$ cat src/rtl/fault_diagnoser_if.sv
// Sample/verdict bundle between a fault-diagnosis harness and fault_diagnoser.
// The err_count signal exists only when DIAG_ERRCNT_EN is defined.
interface fault_diagnoser_if #(
  parameter int W = 8
);
  localparam int LW = $clog2(W);

  logic          start;
  logic          in_valid;
  logic          in_ready;
  logic [W-1:0]  exp_data;
  logic [W-1:0]  obs_data;
  logic          done;
  logic [LW-1:0] f_loc;
  logic [1:0]    f_type;
  logic          ambiguous;
`ifdef DIAG_ERRCNT_EN
  logic [7:0]    err_count;
`endif

  modport master (
    output start, in_valid, exp_data, obs_data,
    input  in_ready, done, f_loc, f_type, ambiguous
`ifdef DIAG_ERRCNT_EN
    , input err_count
`endif
  );

  modport slave (
    input  start, in_valid, exp_data, obs_data,
    output in_ready, done, f_loc, f_type, ambiguous
`ifdef DIAG_ERRCNT_EN
    , output err_count
`endif
  );
endinterface

$ cat src/rtl/fault_diagnoser.sv
// Fault diagnoser: watches NSAMP (expected, observed) word pairs and decides
// which single bit was faulted and whether it was stuck-at-0, stuck-at-1 or
// flipping. f_type: 00 none, 01 stuck-at-0, 10 stuck-at-1, 11 bit-flip.
// Optional macro DIAG_ERRCNT_EN adds err_count, the saturating number of
// mismatching samples in the window.
module fault_diagnoser #(
  parameter int NSAMP = 16,
  parameter int W     = 8
) (
  input logic              clk,
  input logic              reset,
  fault_diagnoser_if.slave bus
);
  localparam int LW = $clog2(W);
  localparam int CW = $clog2(NSAMP + 1);

  typedef enum logic [1:0] {IDLE, ACCUM, RESOLVE, DONE} state_t;

  state_t        state;
  state_t        state_nxt;

  // Per-bit evidence gathered over the window
  logic [W-1:0]  diff;
  logic [W-1:0]  sa0_ok;
  logic [W-1:0]  sa1_ok;
  logic [W-1:0]  flip_ok;
  logic [W-1:0]  seen0;
  logic [W-1:0]  seen1;
  logic [CW-1:0] cnt;

  logic [LW-1:0] f_loc_r;
  logic [1:0]    f_type_r;
  logic          amb_r;
  logic [LW-1:0] loc_nxt;
  logic [1:0]    type_nxt;
  logic          amb_nxt;

  logic          accept;
  logic          last;
  logic          init;

  // Index of the set bit of a one-hot word
  function automatic logic [LW-1:0] bit_index(input logic [W-1:0] v);
    logic [LW-1:0] idx;
    idx = '0;
    for (int i = 0; i < W; i++) begin
      if (v[i]) idx = LW'(i);
    end
    return idx;
  endfunction

  assign accept = (state == ACCUM) && bus.in_valid;
  assign last   = accept && (cnt == CW'(NSAMP - 1));
  assign init   = bus.start && ((state == IDLE) || (state == DONE));

  // State register
  always_ff @(posedge clk) begin
    if (!reset) state <= IDLE;
    else        state <= state_nxt;
  end

  // Next-state and handshake/status outputs
  always_comb begin
    state_nxt    = state;
    bus.in_ready = 1'b0;
    bus.done     = 1'b0;
    case (state)
      IDLE: begin
        if (bus.start) state_nxt = ACCUM;
      end
      ACCUM: begin
        bus.in_ready = 1'b1;
        if (last) state_nxt = RESOLVE;
      end
      RESOLVE: begin
        state_nxt = DONE;
      end
      DONE: begin
        bus.done = 1'b1;
        if (bus.start) state_nxt = ACCUM;
      end
      default: state_nxt = IDLE;
    endcase
  end

  // Evidence accumulation; start re-arms the flags, a handshake folds in a sample
  always_ff @(posedge clk) begin
    if (!reset) begin
      diff    <= '0;
      sa0_ok  <= '0;
      sa1_ok  <= '0;
      flip_ok <= '0;
      seen0   <= '0;
      seen1   <= '0;
      cnt     <= '0;
    end else if (init) begin
      diff    <= '0;
      sa0_ok  <= '1;
      sa1_ok  <= '1;
      flip_ok <= '1;
      seen0   <= '0;
      seen1   <= '0;
      cnt     <= '0;
    end else if (accept) begin
      diff    <= diff    | (bus.exp_data ^ bus.obs_data);
      sa0_ok  <= sa0_ok  & ~bus.obs_data;
      sa1_ok  <= sa1_ok  & bus.obs_data;
      flip_ok <= flip_ok & (bus.exp_data ^ bus.obs_data);
      seen0   <= seen0   | ~bus.exp_data;
      seen1   <= seen1   | bus.exp_data;
      cnt     <= cnt + CW'(1);
    end
  end

  // Verdict decode from the accumulated evidence; a flip needs both polarities seen
  always_comb begin
    loc_nxt  = '0;
    type_nxt = 2'b00;
    amb_nxt  = 1'b0;
    if (diff == '0) begin
      amb_nxt = 1'b0;
    end else if ((diff & (diff - W'(1))) == '0) begin
      loc_nxt = bit_index(diff);
      if (flip_ok[loc_nxt] && seen0[loc_nxt] && seen1[loc_nxt]) type_nxt = 2'b11;
      else if (sa0_ok[loc_nxt])                                 type_nxt = 2'b01;
      else if (sa1_ok[loc_nxt])                                 type_nxt = 2'b10;
      else                                                      amb_nxt  = 1'b1;
    end else begin
      amb_nxt = 1'b1;
    end
  end

  // Verdict register, loaded in the single RESOLVE cycle and held through DONE
  always_ff @(posedge clk) begin
    if (!reset) begin
      f_loc_r  <= '0;
      f_type_r <= 2'b00;
      amb_r    <= 1'b0;
    end else if (state == RESOLVE) begin
      f_loc_r  <= loc_nxt;
      f_type_r <= type_nxt;
      amb_r    <= amb_nxt;
    end
  end

  assign bus.f_loc     = f_loc_r;
  assign bus.f_type    = f_type_r;
  assign bus.ambiguous = amb_r;

`ifdef DIAG_ERRCNT_EN
  logic [7:0] err_cnt;

  // Saturating count of mismatching samples in the current window
  always_ff @(posedge clk) begin
    if (!reset) begin
      err_cnt <= '0;
    end else if (init) begin
      err_cnt <= '0;
    end else if (accept && (bus.exp_data != bus.obs_data) && (err_cnt != 8'hFF)) begin
      err_cnt <= err_cnt + 8'd1;
    end
  end

  assign bus.err_count = err_cnt;
`endif
endmodule
$ cat src/flat_wrapper.sv
// flat-port wrapper written by rule: the top's interface ports become plain ports
module fault_diagnoser_flat 
#(
  parameter int NSAMP = 16,
  parameter int W     = 8
)
  (clk, reset, bus_start, bus_in_valid, bus_exp_data, bus_obs_data, bus_in_ready, bus_done, bus_f_loc, bus_f_type, bus_ambiguous);
  fault_diagnoser_if #(.W(W)) bus_i ();
  input logic clk;
  input logic reset;
  input wire logic [$bits(bus_i.start)-1:0] bus_start;
  input wire logic [$bits(bus_i.in_valid)-1:0] bus_in_valid;
  input wire logic [$bits(bus_i.exp_data)-1:0] bus_exp_data;
  input wire logic [$bits(bus_i.obs_data)-1:0] bus_obs_data;
  output wire logic [$bits(bus_i.in_ready)-1:0] bus_in_ready;
  output wire logic [$bits(bus_i.done)-1:0] bus_done;
  output wire logic [$bits(bus_i.f_loc)-1:0] bus_f_loc;
  output wire logic [$bits(bus_i.f_type)-1:0] bus_f_type;
  output wire logic [$bits(bus_i.ambiguous)-1:0] bus_ambiguous;
  assign bus_i.start = bus_start;
  assign bus_i.in_valid = bus_in_valid;
  assign bus_i.exp_data = bus_exp_data;
  assign bus_i.obs_data = bus_obs_data;
  assign bus_in_ready = bus_i.in_ready;
  assign bus_done = bus_i.done;
  assign bus_f_loc = bus_i.f_loc;
  assign bus_f_type = bus_i.f_type;
  assign bus_ambiguous = bus_i.ambiguous;
  fault_diagnoser #(.NSAMP(NSAMP), .W(W)) u_core (.clk(clk), .reset(reset), .bus(bus_i));
endmodule
$ cat config.mk
export PLATFORM = sky130hd
export DESIGN_NAME = fault_diagnoser_flat
export DESIGN_NICKNAME = d
export VERILOG_FILES = /design/src/rtl/fault_diagnoser_if.sv /design/src/rtl/fault_diagnoser.sv /design/src/flat_wrapper.sv
export SDC_FILE = /design/constraint.sdc
export NUM_CORES = 1
export LEC_CHECK = 0
export BUFFER_PORTS_ARGS = -buffer_cell sky130_fd_sc_hd__clkbuf_2
export CAP_MARGIN = 20
export CELL_PAD_IN_SITES_DETAIL_PLACEMENT = 1
export CELL_PAD_IN_SITES_GLOBAL_PLACEMENT = 2
export CORE_UTILIZATION = 39
export CTS_BUF_LIST = sky130_fd_sc_hd__clkbuf_8
export DETAILED_ROUTE_END_ITERATION = 7
export HOLD_SLACK_MARGIN = 0.06
export PLACE_DENSITY = 0.93
export SYNTH_ARGS = -nofsm -noshare
export SYNTH_HDL_FRONTEND = slang
export SYNTH_SLANG_ARGS = --single-unit
$ cat constraint.sdc
create_clock -name clk -period 3.7 [get_ports clk]
set_input_delay 0.74 -clock clk [delete_from_list [all_inputs] [get_ports clk]]
set_output_delay 0.74 -clock clk [all_outputs]
set_load 0.005 [all_outputs]
==> run_results.csv <==
group,metric,value,unit
routing,routed_wirelength,7.17,mm
floorplanning,dieArea,0.00723,mm2
floorplanning,start_util,0.414,
setup_path,cp-startpoint,"u_core.diff[4]",
setup_path,path_class,"register to register",
routing,drt-wirelength-per-cell,16.9,um
logic_synthesis,synth_cell_type_count,45,
setup_path,worstPathCellList,"nor2_1 > a21boi_0 > and4_1 > nor3_1 > a311oi_1 > nor4_1 > o21a_1",
timing,slew_headroom,0.414,
setup_path,path_buf_inv,0,
min_path,hold_start,"u_core.sa0_ok[0]",
grt,grt_usage,0.216,
setup_path,start_kind,"register",
setup_path,reg2reg_depth,7,
routing,num_vias,2338,
grt,grt_pass1_wl,11.9,mm
logic_synthesis,seq_area_frac_synth,0.454,
floorplanning,die_height,85.1,um
logic_synthesis,syn_area_per_cell,8.38,um2
timing,period_needed,2.48,ns
timing,timing_max_transition_violations_final,0,
clock_tree,ctsRootBufferMaster,"clkbuf_8",
clock_tree,clkTransAtPathRegs,0.07,ns
floorplanning,pin_count,28,
placed_design,placedInstanceArea,0.00288,mm2
layout,fin_nets,371,
power,p_total,2.05,mW
clock_tree,numClockSinks,61,
run,maxCapViolCount,0,
placed_design,gp_congestion,0.875,
logic_synthesis,synth_edf_count,0,
routing,drc,0,
timing,tns,0,ns
layout,area_growth,13.2,%
placed_design,io_buffer_count,27,
timing,grt_setup_unrepaired,"false",
timing,tightest_slew,0.871,ns
floorplanning,die_w,85.1,um
clock_tree,cts_buffers,9,
layout,n_antenna_cell,0,
setup_path,cpPeakStageDelay,0.61,ns
placed_design,dp.cells,411,
setup_path,cp_data_required_time,3.94,ns
clock_tree,hold_buffers,0,
logic_synthesis,ys_warn_count,0,
logic_synthesis,syn_area,0.00269,mm2
logic_synthesis,async_reset_ff_frac,0,
clock_tree,htree_levels,3,
routing,ant_nets,0,
timing,finalHoldViolCount,0,
layout,drive_gt1_frac,0.141,
setup_path,crit_arrival,2.71,ns
routing,drtPass1Iterations,4,
logic_synthesis,yosys_register_bits,61,
timing,fin_skew,0.00600,ns
floorplanning,rows,29,
logic_synthesis,synth_fp_nets,347,
timing,post-route-period-util,0.669,
timing,fmax,404,MHz
setup_path,end_kind,"register",
layout,stdcell_count,425,
run_status,status,"complete, no violations",
routing,avgViaCountPerCell,5.50,
setup_path,worstReg2RegStart,"u_core.diff[4]",
grt,antenna_found_initial,0,
power,ir_drop,0.282,mV
grt,grt_overflow,0,
power,power.leakage,1.22,nW
logic_synthesis,ys.flop_type,"dfxtp_1",
clock_tree,cts_buffer_depth,2,
setup_path,critical_path.top_delay_family,"compound AO/OA/AOI/OAI gates",
min_path,hold_path.class,"register to register",
setup_path,slowest_stage,"dfxtp_1",
power,powerDensity,672,mW/mm2
placed_design,dp_hpwl,5.05,mm
setup_path,crit_cells,7,
clock_tree,postCtsSetupBuffers,0,
grt,grt_max_degree,33,
floorplanning,core,0.00649,mm2
timing,setup_viol,0,
clock_tree,clk_latency,0.34,ns
clock_tree,cts_resized,0,
layout,fillers,780,
grt,grt_pass1_vias,2350,
layout,design_area,0.00305,mm2
clock_tree,cts_tree,"yes",
min_path,whs_path_depth,2,
logic_synthesis,netlist_instances,321,
routing,drt_iter0_drc,75,
setup_path,cp_max_fo,11,
[path summary, 6_finish.rpt]
| path | endpoint | slack (ns) |
|---|---|---|
| worst max-delay path | u_core.bus.ambiguous | 1.22 |
| worst max register to register | u_core.bus.ambiguous | 1.22 |
| worst min register to register | u_core.sa0_ok[0] | 0.47 |
| worst min-delay path | u_core.sa0_ok[0] | 0.47 |
[cells in the final DEF (no fill, tap or decap), drive strengths merged, types with 4 or more instances in the layout]
cell,count
dfxtp,61
nor2,53
clkbuf,38
nand2,32
a21boi,27
a21oi,25
o21ai,24
inv,11
xor2,10
ha,6
nand3,5
and2,4
mux2i,4
buf,4
nor4,4
[cells by family after synthesis]
| family | count (synthesis) | synth area share |
|---|---|---|
| AO/OA/AOI/OAI | 97 | 0.237 |
| XOR/XNOR | 11 | 0.0358 |
| adder cells (fa/ha/maj) | 6 | 0.0279 |
| buffers and inverters | 28 | 0.0405 |
| flip-flops | 61 | 0.454 |
| multiplexers | 5 | 0.0191 |
| AND/OR/NAND/NOR | 113 | 0.186 |
[state kept, by name, indices dropped and copies added, names as in the netlist]
name and count:
u_core.bus.ambiguous 1, u_core.sa0_ok 8, u_core.bus.f_loc 3, u_core.cnt 5, u_core.seen1 8, u_core.flip_ok 8, u_core.sa1_ok 8, u_core.state 2
u_core.seen0 8, u_core.diff 8, u_core.bus.f_type 2
[layer usage]
metal  vias up  GRT usage  wire, um
li1       1150          -         -
met1      1143      0.266      3370
met2        36      0.367      3480
met3         9     0.0477       213
met4         0     0.0878       102
met5         -          0         0
[cell type report]
type                    count  area, um2  share of cell area
clock buffers              11        151              0.0497
inverters                  10       37.5              0.0123
well taps                  77       96.3              0.0316
repair buffers             31        165              0.0542
multi-input cells         232       1360               0.447
flip-flops and latches     61       1220               0.401
clock inverters             3       13.8             0.00452
[power breakdown]
| group | switching, mW | total (mW) | internal [mW] |
|---|---|---|---|
| Sequential | 0.102 | 0.895 | 0.793 |
| Clock | 0.253 | 0.520 | 0.267 |
| Combinational | 0.392 | 0.631 | 0.239 |
| Total | 0.747 | 2.05 | 1.30 |
[synthesized netlist by cell type (all sizes together) (2+ instances only)]
cell type / instances / area [um2]
o22ai: 3 / 18.8
a21boi: 27 / 203
nor2b: 3 / 18.8
nand4: 2 / 12.5
nand3: 5 / 25.0
clkbuf: 13 / 48.8
dfxtp: 61 / 1220
o21a: 2 / 15.0
ha: 6 / 75.1
o21ai: 24 / 120
mux2i: 4 / 40.0
inv: 10 / 37.5
nor4: 4 / 31.3
nor3: 2 / 10.0
nor2: 53 / 199
o21bai: 2 / 15.0
o211ai: 2 / 15.0
o311a: 2 / 20.0
and2: 4 / 25.0
xor2: 10 / 87.6
nand2: 32 / 120
or2: 2 / 12.5
buf: 5 / 22.5
or3: 2 / 17.5
a21oi: 25 / 125
[worst register-to-register path: cells and delay by family, from the launching register on]
family	cells	cell delay, ns
DFF	1	0.61
and+or+nand+nor	4	0.63
AOI/OAI and AO/OA	3	1.14
[stage by stage]
step	hold WS [ns]	utilization	setup slack, ns
2_1_floorplan	0.429	-	1.74
3_3_place_gp	0.449	0.443	1.44
3_5_place_dp	0.458	0.443	1.28
4_1_cts	0.476	0.469	1.26
5_1_grt	0.491	0.469	1.04
6_report	0.468	0.469	1.22
No activity file was read; power rests on OpenSTA's default activity.
